**src/rtl/bch_gf16_pkg.sv**
```systemverilog
// Shared constants for the binary BCH(15,7) double-error-correcting code
// over GF(16), plus the decoder state encoding and a field-inverse helper.
package bch_gf16_pkg;

    localparam int N        = 15;
    localparam int K        = 7;
    localparam int PARITY_W = 8;

    // x^4 + x + 1
    localparam logic [4:0] PRIM_POLY = 5'h13;
    // g(x) = x^8 + x^7 + x^6 + x^4 + 1, leading x^8 term implied
    localparam logic [7:0] GEN_MASK  = 8'hD1;

    // Field elements in polynomial basis
    localparam logic [3:0] ALPHA      = 4'h2;  // alpha
    localparam logic [3:0] ALPHA3     = 4'h8;  // alpha^3
    localparam logic [3:0] ALPHA_INV  = 4'h9;  // alpha^-1 = alpha^14
    localparam logic [3:0] ALPHA_INV2 = 4'hD;  // alpha^-2 = alpha^13

    // Decoder FSM encoding
    typedef logic [2:0] state_t;
    localparam state_t ST_IDLE  = 3'd0;
    localparam state_t ST_SYND  = 3'd1;
    localparam state_t ST_SOLVE = 3'd2;
    localparam state_t ST_CHIEN = 3'd3;
    localparam state_t ST_OUT   = 3'd4;

    // Multiplicative inverse in GF(16); inv(0) is defined as 0
    function automatic logic [3:0] gf16_inv(input logic [3:0] a);
        logic [3:0] r;
        case (a)
            4'h1: r = 4'h1;
            4'h2: r = 4'h9;
            4'h3: r = 4'hE;
            4'h4: r = 4'hD;
            4'h5: r = 4'hB;
            4'h6: r = 4'h7;
            4'h7: r = 4'h6;
            4'h8: r = 4'hF;
            4'h9: r = 4'h2;
            4'hA: r = 4'hC;
            4'hB: r = 4'h5;
            4'hC: r = 4'hA;
            4'hD: r = 4'h4;
            4'hE: r = 4'h3;
            4'hF: r = 4'h8;
            default: r = 4'h0;
        endcase
        return r;
    endfunction

endpackage

```
**src/rtl/gf16_mul.sv**
```systemverilog
// Combinational GF(16) multiplier, shift-and-add with reduction by x^4+x+1.
module gf16_mul
    import bch_gf16_pkg::*;
(
    input  logic [3:0] a,
    input  logic [3:0] b,
    output logic [3:0] p
);

    logic [3:0] acc;
    logic [3:0] sh;

    // Accumulate a*x^i for every set bit of b, reducing a*x^i as it shifts
    always_comb begin
        acc = 4'h0;
        sh  = a;
        for (int i = 0; i < 4; i++) begin
            if (b[i]) acc = acc ^ sh;
            sh = sh[3] ? ({sh[2:0], 1'b0} ^ PRIM_POLY[3:0]) : {sh[2:0], 1'b0};
        end
        p = acc;
    end

endmodule

```
**src/rtl/bch_15_7_decoder.sv**
```systemverilog
// BCH(15,7) decoder: serial syndrome computation, Peterson solve for the
// error locator, serial Chien search. Fixed 31-cycle latency, one word in
// flight at a time.
//
// Handshakes: a transfer happens on a rising edge where valid && ready are
// both high. in_ready is high only in IDLE. out_valid, once raised, holds
// together with stable result fields until the edge where out_ready is high.
module bch_15_7_decoder
    import bch_gf16_pkg::*;
(
    input  logic           clk,
    input  logic           rst,
    input  logic           in_valid,
    output logic           in_ready,
    input  logic [N-1:0]   in_codeword,
    output logic           out_valid,
    input  logic           out_ready,
    output logic [K-1:0]   out_message,
    output logic [1:0]     out_err_count,
    output logic           out_uncorrectable,
    output state_t         dbg_state
);

    state_t       state_q;
    logic [N-1:0] code_q;      // raw received word
    logic [N-1:0] corr_q;      // word with Chien flips applied so far
    logic [3:0]   s1_q;
    logic [3:0]   s3_q;
    logic [3:0]   t1_q;        // sigma1 * alpha^-k
    logic [3:0]   t2_q;        // sigma2 * alpha^-2k
    logic [3:0]   idx_q;       // bit index in SYND, step k in CHIEN
    logic [1:0]   deg_q;
    logic         deg_ok_q;
    logic [1:0]   root_cnt_q;

    logic [3:0]   s1_alpha, s3_alpha3, s1_sq, s1_cube, d_val, sig2_calc;
    logic [3:0]   t1_step, t2_step;

    gf16_mul u_mul_s1   (.a(s1_q),    .b(ALPHA),          .p(s1_alpha));
    gf16_mul u_mul_s3   (.a(s3_q),    .b(ALPHA3),         .p(s3_alpha3));
    gf16_mul u_mul_sq   (.a(s1_q),    .b(s1_q),           .p(s1_sq));
    gf16_mul u_mul_cube (.a(s1_sq),   .b(s1_q),           .p(s1_cube));
    gf16_mul u_mul_sig2 (.a(d_val),   .b(gf16_inv(s1_q)), .p(sig2_calc));
    gf16_mul u_mul_t1   (.a(t1_q),    .b(ALPHA_INV),      .p(t1_step));
    gf16_mul u_mul_t2   (.a(t2_q),    .b(ALPHA_INV2),     .p(t2_step));

    // D = S1^3 + S3; zero means a single error explains the syndromes
    assign d_val     = s1_cube ^ s3_q;
    assign in_ready  = (state_q == ST_IDLE);
    assign dbg_state = state_q;

    logic [3:0] sig1_new, sig2_new;
    logic [1:0] deg_new;
    logic       deg_ok_new;

    // Error-locator coefficients and expected degree from the syndromes
    always_comb begin
        sig1_new   = 4'h0;
        sig2_new   = 4'h0;
        deg_new    = 2'd0;
        deg_ok_new = 1'b1;
        if (s1_q == 4'h0) begin
            if (s3_q != 4'h0) deg_ok_new = 1'b0;
        end else if (d_val == 4'h0) begin
            sig1_new = s1_q;
            deg_new  = 2'd1;
        end else begin
            sig1_new = s1_q;
            sig2_new = sig2_calc;
            deg_new  = 2'd2;
        end
    end

    logic [3:0]   chien_eval;
    logic         root;
    logic [N-1:0] flip_mask;
    logic [N-1:0] corr_next;
    logic [1:0]   cnt_next;
    logic         unc_next;

    // One Chien step: sigma(alpha^-k) = 1 + t1 + t2; a root locates bit k
    always_comb begin
        chien_eval       = 4'h1 ^ t1_q ^ t2_q;
        root             = (chien_eval == 4'h0);
        flip_mask        = '0;
        flip_mask[idx_q] = root;
        corr_next        = corr_q ^ flip_mask;
        cnt_next         = root_cnt_q + {1'b0, root};
        unc_next         = !deg_ok_q || (cnt_next != deg_q);
    end

    // Control FSM and datapath registers
    always_ff @(posedge clk) begin
        if (rst) begin
            state_q           <= ST_IDLE;
            code_q            <= '0;
            corr_q            <= '0;
            s1_q              <= 4'h0;
            s3_q              <= 4'h0;
            t1_q              <= 4'h0;
            t2_q              <= 4'h0;
            idx_q             <= 4'h0;
            deg_q             <= 2'd0;
            deg_ok_q          <= 1'b0;
            root_cnt_q        <= 2'd0;
            out_valid         <= 1'b0;
            out_message       <= '0;
            out_err_count     <= 2'd0;
            out_uncorrectable <= 1'b0;
        end else begin
            case (state_q)
                ST_IDLE: begin
                    if (in_valid) begin
                        code_q     <= in_codeword;
                        corr_q     <= in_codeword;
                        s1_q       <= 4'h0;
                        s3_q       <= 4'h0;
                        root_cnt_q <= 2'd0;
                        idx_q      <= 4'(N - 1);
                        state_q    <= ST_SYND;
                    end
                end
                ST_SYND: begin
                    // Horner evaluation of c(alpha) and c(alpha^3), MSB first
                    s1_q <= s1_alpha  ^ {3'b000, code_q[idx_q]};
                    s3_q <= s3_alpha3 ^ {3'b000, code_q[idx_q]};
                    if (idx_q == 4'h0) state_q <= ST_SOLVE;
                    else               idx_q   <= idx_q - 4'h1;
                end
                ST_SOLVE: begin
                    t1_q     <= sig1_new;
                    t2_q     <= sig2_new;
                    deg_q    <= deg_new;
                    deg_ok_q <= deg_ok_new;
                    idx_q    <= 4'h0;
                    state_q  <= ST_CHIEN;
                end
                ST_CHIEN: begin
                    corr_q     <= corr_next;
                    root_cnt_q <= cnt_next;
                    t1_q       <= t1_step;
                    t2_q       <= t2_step;
                    if (idx_q == 4'(N - 1)) begin
                        // Final step folds in the last root before deciding
                        out_valid         <= 1'b1;
                        out_uncorrectable <= unc_next;
                        out_message       <= unc_next ? code_q[N-1:PARITY_W]
                                                      : corr_next[N-1:PARITY_W];
                        out_err_count     <= unc_next ? 2'd0 : cnt_next;
                        state_q           <= ST_OUT;
                    end else begin
                        idx_q <= idx_q + 4'h1;
                    end
                end
                ST_OUT: begin
                    if (out_ready) begin
                        out_valid <= 1'b0;
                        state_q   <= ST_IDLE;
                    end
                end
                default: state_q <= ST_IDLE;
            endcase
        end
    end

endmodule

```
**config.mk**
```make
export PLATFORM = sky130hd
export DESIGN_NAME = bch_15_7_decoder
export DESIGN_NICKNAME = d
export VERILOG_FILES = /design/src/rtl/bch_gf16_pkg.sv /design/src/rtl/gf16_mul.sv /design/src/rtl/bch_15_7_decoder.sv
export SDC_FILE = /design/constraint.sdc
export NUM_CORES = 1
export LEC_CHECK = 0
export CAP_MARGIN = 10
export CORE_UTILIZATION = 55
export CTS_CLUSTER_SIZE = 12
export DETAILED_ROUTE_END_ITERATION = 8
export PLACE_DENSITY = 0.87
export SYNTH_ARGS = -nofsm -noshare
export SYNTH_HDL_FRONTEND = slang
export SYNTH_SLANG_ARGS = --single-unit
export TNS_END_PERCENT = 20
```
**constraint.sdc**
```tcl
create_clock -name clk -period 5.4 [get_ports clk]
set_clock_uncertainty 0.1 [all_clocks]
set_input_delay 1.08 -clock clk [delete_from_list [all_inputs] [get_ports clk]]
set_output_delay 1.08 -clock clk [all_outputs]
set_load 0.005 [all_outputs]
```
==> results_dict.tcl <==
set metrics [dict create \
    die-area_mm2 0.00826 \
    drc 0 \
    overflow 0 \
    cts_hold_buf 0 \
    place_inst 654 \
    fin_util_pct 62.6 \
    wl_per_cell_um 14.7 \
    cp_cell_sequence "inv_2, ha_1, mux2i_1, xnor2_1, nand2_1, xnor3_1, xnor2_1, inv_1, ha_1, nand2_1, xor2_1, xnor3_1, o22ai_1" \
    synth_top_area_cell "dfxtp_1" \
    drtIter0Drc 246 \
    synth-seq-cells 65 \
    cts_resized 0 \
    n_antenna_cell 0 \
    worstSetupPathType "reg -> reg" \
    status "finished clean" \
    num_io_pins 34 \
    clockPowerShare_pct 30.3 \
    combPwrFrac_pct 25.0 \
    leakage_nw 1.83 \
    finalHoldViolCount 0 \
    finalSetupTns_ns 0 \
    rrSetupSlack_ns 1.41 \
    min_path_type "reg -> reg" \
    start_kind "flip-flop" \
    grt_pass1_vias 3870 \
    ant_nets 0 \
    synth_ff_type "dfxtp_1" \
    rsz0062_at_grt "false" \
    grt_usage_pct 25.6 \
    synth_seq_area_share_pct 29.9 \
    powerDensity_mw_per_mm2 273 \
    tightestPinTransition_ns 1.16 \
    layout.cells.non_filler 669 \
    synthAdderAreaFrac_pct 4.20 \
    netlist_area_mm2 0.00435 \
    critPathArrivalTime_ns 4.16 \
    finalMaxSlewViolations 0 \
    fmax_mhz 251 \
    cp.required_ns 5.57 \
    cts.clk_slew.worst_paths_ns 0.07 \
    cts_buffers 9 \
    setup_viol 0 \
    initial_core_util_pct 56.6 \
    seqPwrFrac_pct 44.6 \
    synth_top_family_by_area "simple AND/OR/NAND/NOR gates" \
    cap_violations 0 \
    cp-end-kind "flip-flop" \
    core_mm2 0.00769 \
    synthSimpleGateAreaFrac_pct 22.8 \
    synth_nets 589 \
    synthDistinctLibCells 63 \
    clockRootBuffer "clkbuf_8" \
    grt_max_degree 66 \
    dp_hpwl_mm 6.85 \
    vias 3911 \
    ir_worst_vdd_mv 0.206 \
    rows 32 \
    synthToLayoutAreaGrowth_pct 10.8 \
    power.share.switching_pct 33.8 \
    syn_area_per_cell_um2 7.82 \
    yosysWarnings 0 \
    hold_ws_ns 0.363 \
    drive_above_1_share_pct 6.17 \
    p_total_w 0.00131 \
    die_y_um 90.9 \
    cts.sinks 65 \
    relSlewSlack_pct 22.4 \
    clockBufferDepth 2 \
    period_share_pct 73.9 \
    grt_pass1_wl_mm 17.3 \
    p_switching_w 0.000444 \
    synth_mux_area_share_pct 5.41 \
    synth_edf_count 0 \
    antenna_found_initial 0 \
    cp_max_fo 18 \
    synthCells 556 \
    die_x_um 90.9 \
    intPower_w 0.000869 \
    gp_congestion 0.877 \
    synthDominantCellAreaShare_pct 29.9 \
    ys_top_cells_by_area "dfxtp_1, nand2_1, xnor2_1" \
    synth_compound_area_share_pct 17.3 \
    critPathMaxStageDelay_ns 0.70 \
    synthXorXnorAreaFrac_pct 14.2 \
    nNetsFinal 596 \
    avgViaCountPerCell 5.85 \
    clk_latency_ns 0.36 \
    async_flop_share_pct 0 \
    drt-pass1-iter-count 5 \
    cts_tree "done" \
    h-tree-depth 3 \
    drt_wl_total_mm 9.81 \
    finalCriticalPeriod_ns 3.99 \
    portBuffers 33 \
    crit_slowest_cell "dfxtp_1" \
    cts_setup_buffers 0 \
]
## critical path: cells and delay by family, from the launching register on
| family | cells | cell delay (ns) |
|---|---|---|
| xor gates and xnor gates | 5 | 1.48 |
| buffers and inverters | 2 | 0.28 |
| AOI/OAI and AO/OA | 1 | 0.14 |
| adders and majority gates | 2 | 0.87 |
| muxes | 1 | 0.16 |
| DFF | 1 | 0.70 |
| and+or+nand+nor | 2 | 0.17 |
## cell type report
class,instances,area (um^2)
Fill cell,660,2870
Clock inverter,6,60.1
Clock buffer,9,124
Tap cell,102,128
Sequential cell,65,1300
Timing Repair Buffer,36,348
Inverter,19,71.3
Multi-Input combinational cell,432,2780
## stage by stage
stage | worst slack, ns | cell area, um^2
3_3_place_gp | 1.62 | 4630
4_1_cts | 1.43 | 4820
5_1_grt | 1.02 | 4820
2_1_floorplan | 1.81 | 4350
3_5_place_dp | 1.44 | 4630
6_report | 1.41 | 4820
## placed cells by master, fill, tap and decap left out, drive strengths merged, types with 3 or more instances in the layout
master	netlist	final
nand3b	3	3
a21oi	51	51
a21o	3	3
clkbuf	27	9
xnor3	5	5
nor3	18	18
nor2b	9	9
nand3	16	16
ha	13	13
nand2	93	93
and3	4	4
o21ai	16	16
a22oi	5	5
mux2i	19	19
inv	19	19
xnor2	33	33
buf	13	4
a31oi	11	11
o22ai	3	3
dfxtp	65	65
o32ai	3	3
xor2	15	15
or2	4	4
nor2	54	54
clkdlybuf4s50	0	32
or4	3	3
clkinv	0	3
nand2b	5	5
a211oi	11	11
## Yosys cell counts, types with 3 or more instances
| cell | number |
|---|---|
| or2_2 | 3 |
| or4_1 | 3 |
| and3_1 | 4 |
| o22ai_1 | 3 |
| clkbuf_1 | 27 |
| a211oi_1 | 11 |
| nor2_1 | 54 |
| dfxtp_1 | 65 |
| nand3b_1 | 3 |
| mux2i_1 | 19 |
| ha_1 | 13 |
| nor2b_1 | 9 |
| a31oi_1 | 11 |
| xnor2_1 | 31 |
| a21oi_1 | 50 |
| buf_2 | 4 |
| nand2_1 | 92 |
| xnor3_1 | 5 |
| o32ai_1 | 3 |
| nand2b_1 | 5 |
| nand3_1 | 16 |
| inv_1 | 17 |
| xor2_1 | 14 |
| buf_4 | 5 |
| a21o_1 | 3 |
| a22oi_1 | 5 |
| o21ai_0 | 16 |
| buf_6 | 3 |
| nor3_1 | 18 |
## registers in the layout, summed over array words and instances, names as in the netlist, 2 cells and up
name and count:
code_q 15, corr_q 7, dbg_state 3, deg_q 2
idx_q 4, out_err_count 2, out_message 7, root_cnt_q 2
s1_q 4, s3_q 4, t1_q 4, t2_q 4
u_mul_sig2.b 4
## worst paths after layout
check                   end       from  cells past startpoint
setup / recovery    t2_q[1]    s1_q[2]                     13
hold / removal    code_q[7]  code_q[7]                      2
setup reg to reg    t2_q[1]    s1_q[2]                     13
hold reg to reg   code_q[7]  code_q[7]                      2
## power by group through the flow
stage / clock, W / sequential [W] / combinational, W
2_1_floorplan: 0 / 0.000549 / 0.000284
3_3_place_gp: 0 / 0.000591 / 0.000313
3_5_place_dp: 0 / 0.000594 / 0.000323
4_1_cts: 0.000402 / 0.000583 / 0.000328
5_1_grt: 0.000424 / 0.000593 / 0.000368
6_report: 0.000398 / 0.000586 / 0.000328
## cells by family (layout without fill, tap and decap cells)
kind of cell	Yosys count	after routing
xor gates and xnor gates	55	55
adders and majority gates	14	14
and+or+nand+nor	221	221
DFF	65	65
AOI/OAI and AO/OA	121	121
buffers and inverters	59	70
muxes	21	21
## routing by layer
metal / vias up / GRT usage, % / wire [um]
met5: - / 0 / 0
met4: 0 / 9.79 / 152
met3: 16 / 5.81 / 485
met2: 107 / 42.5 / 4850
met1: 1865 / 32.4 / 4320
li1: 1923 / - / -
No activity file was read; power rests on OpenSTA's default activity.
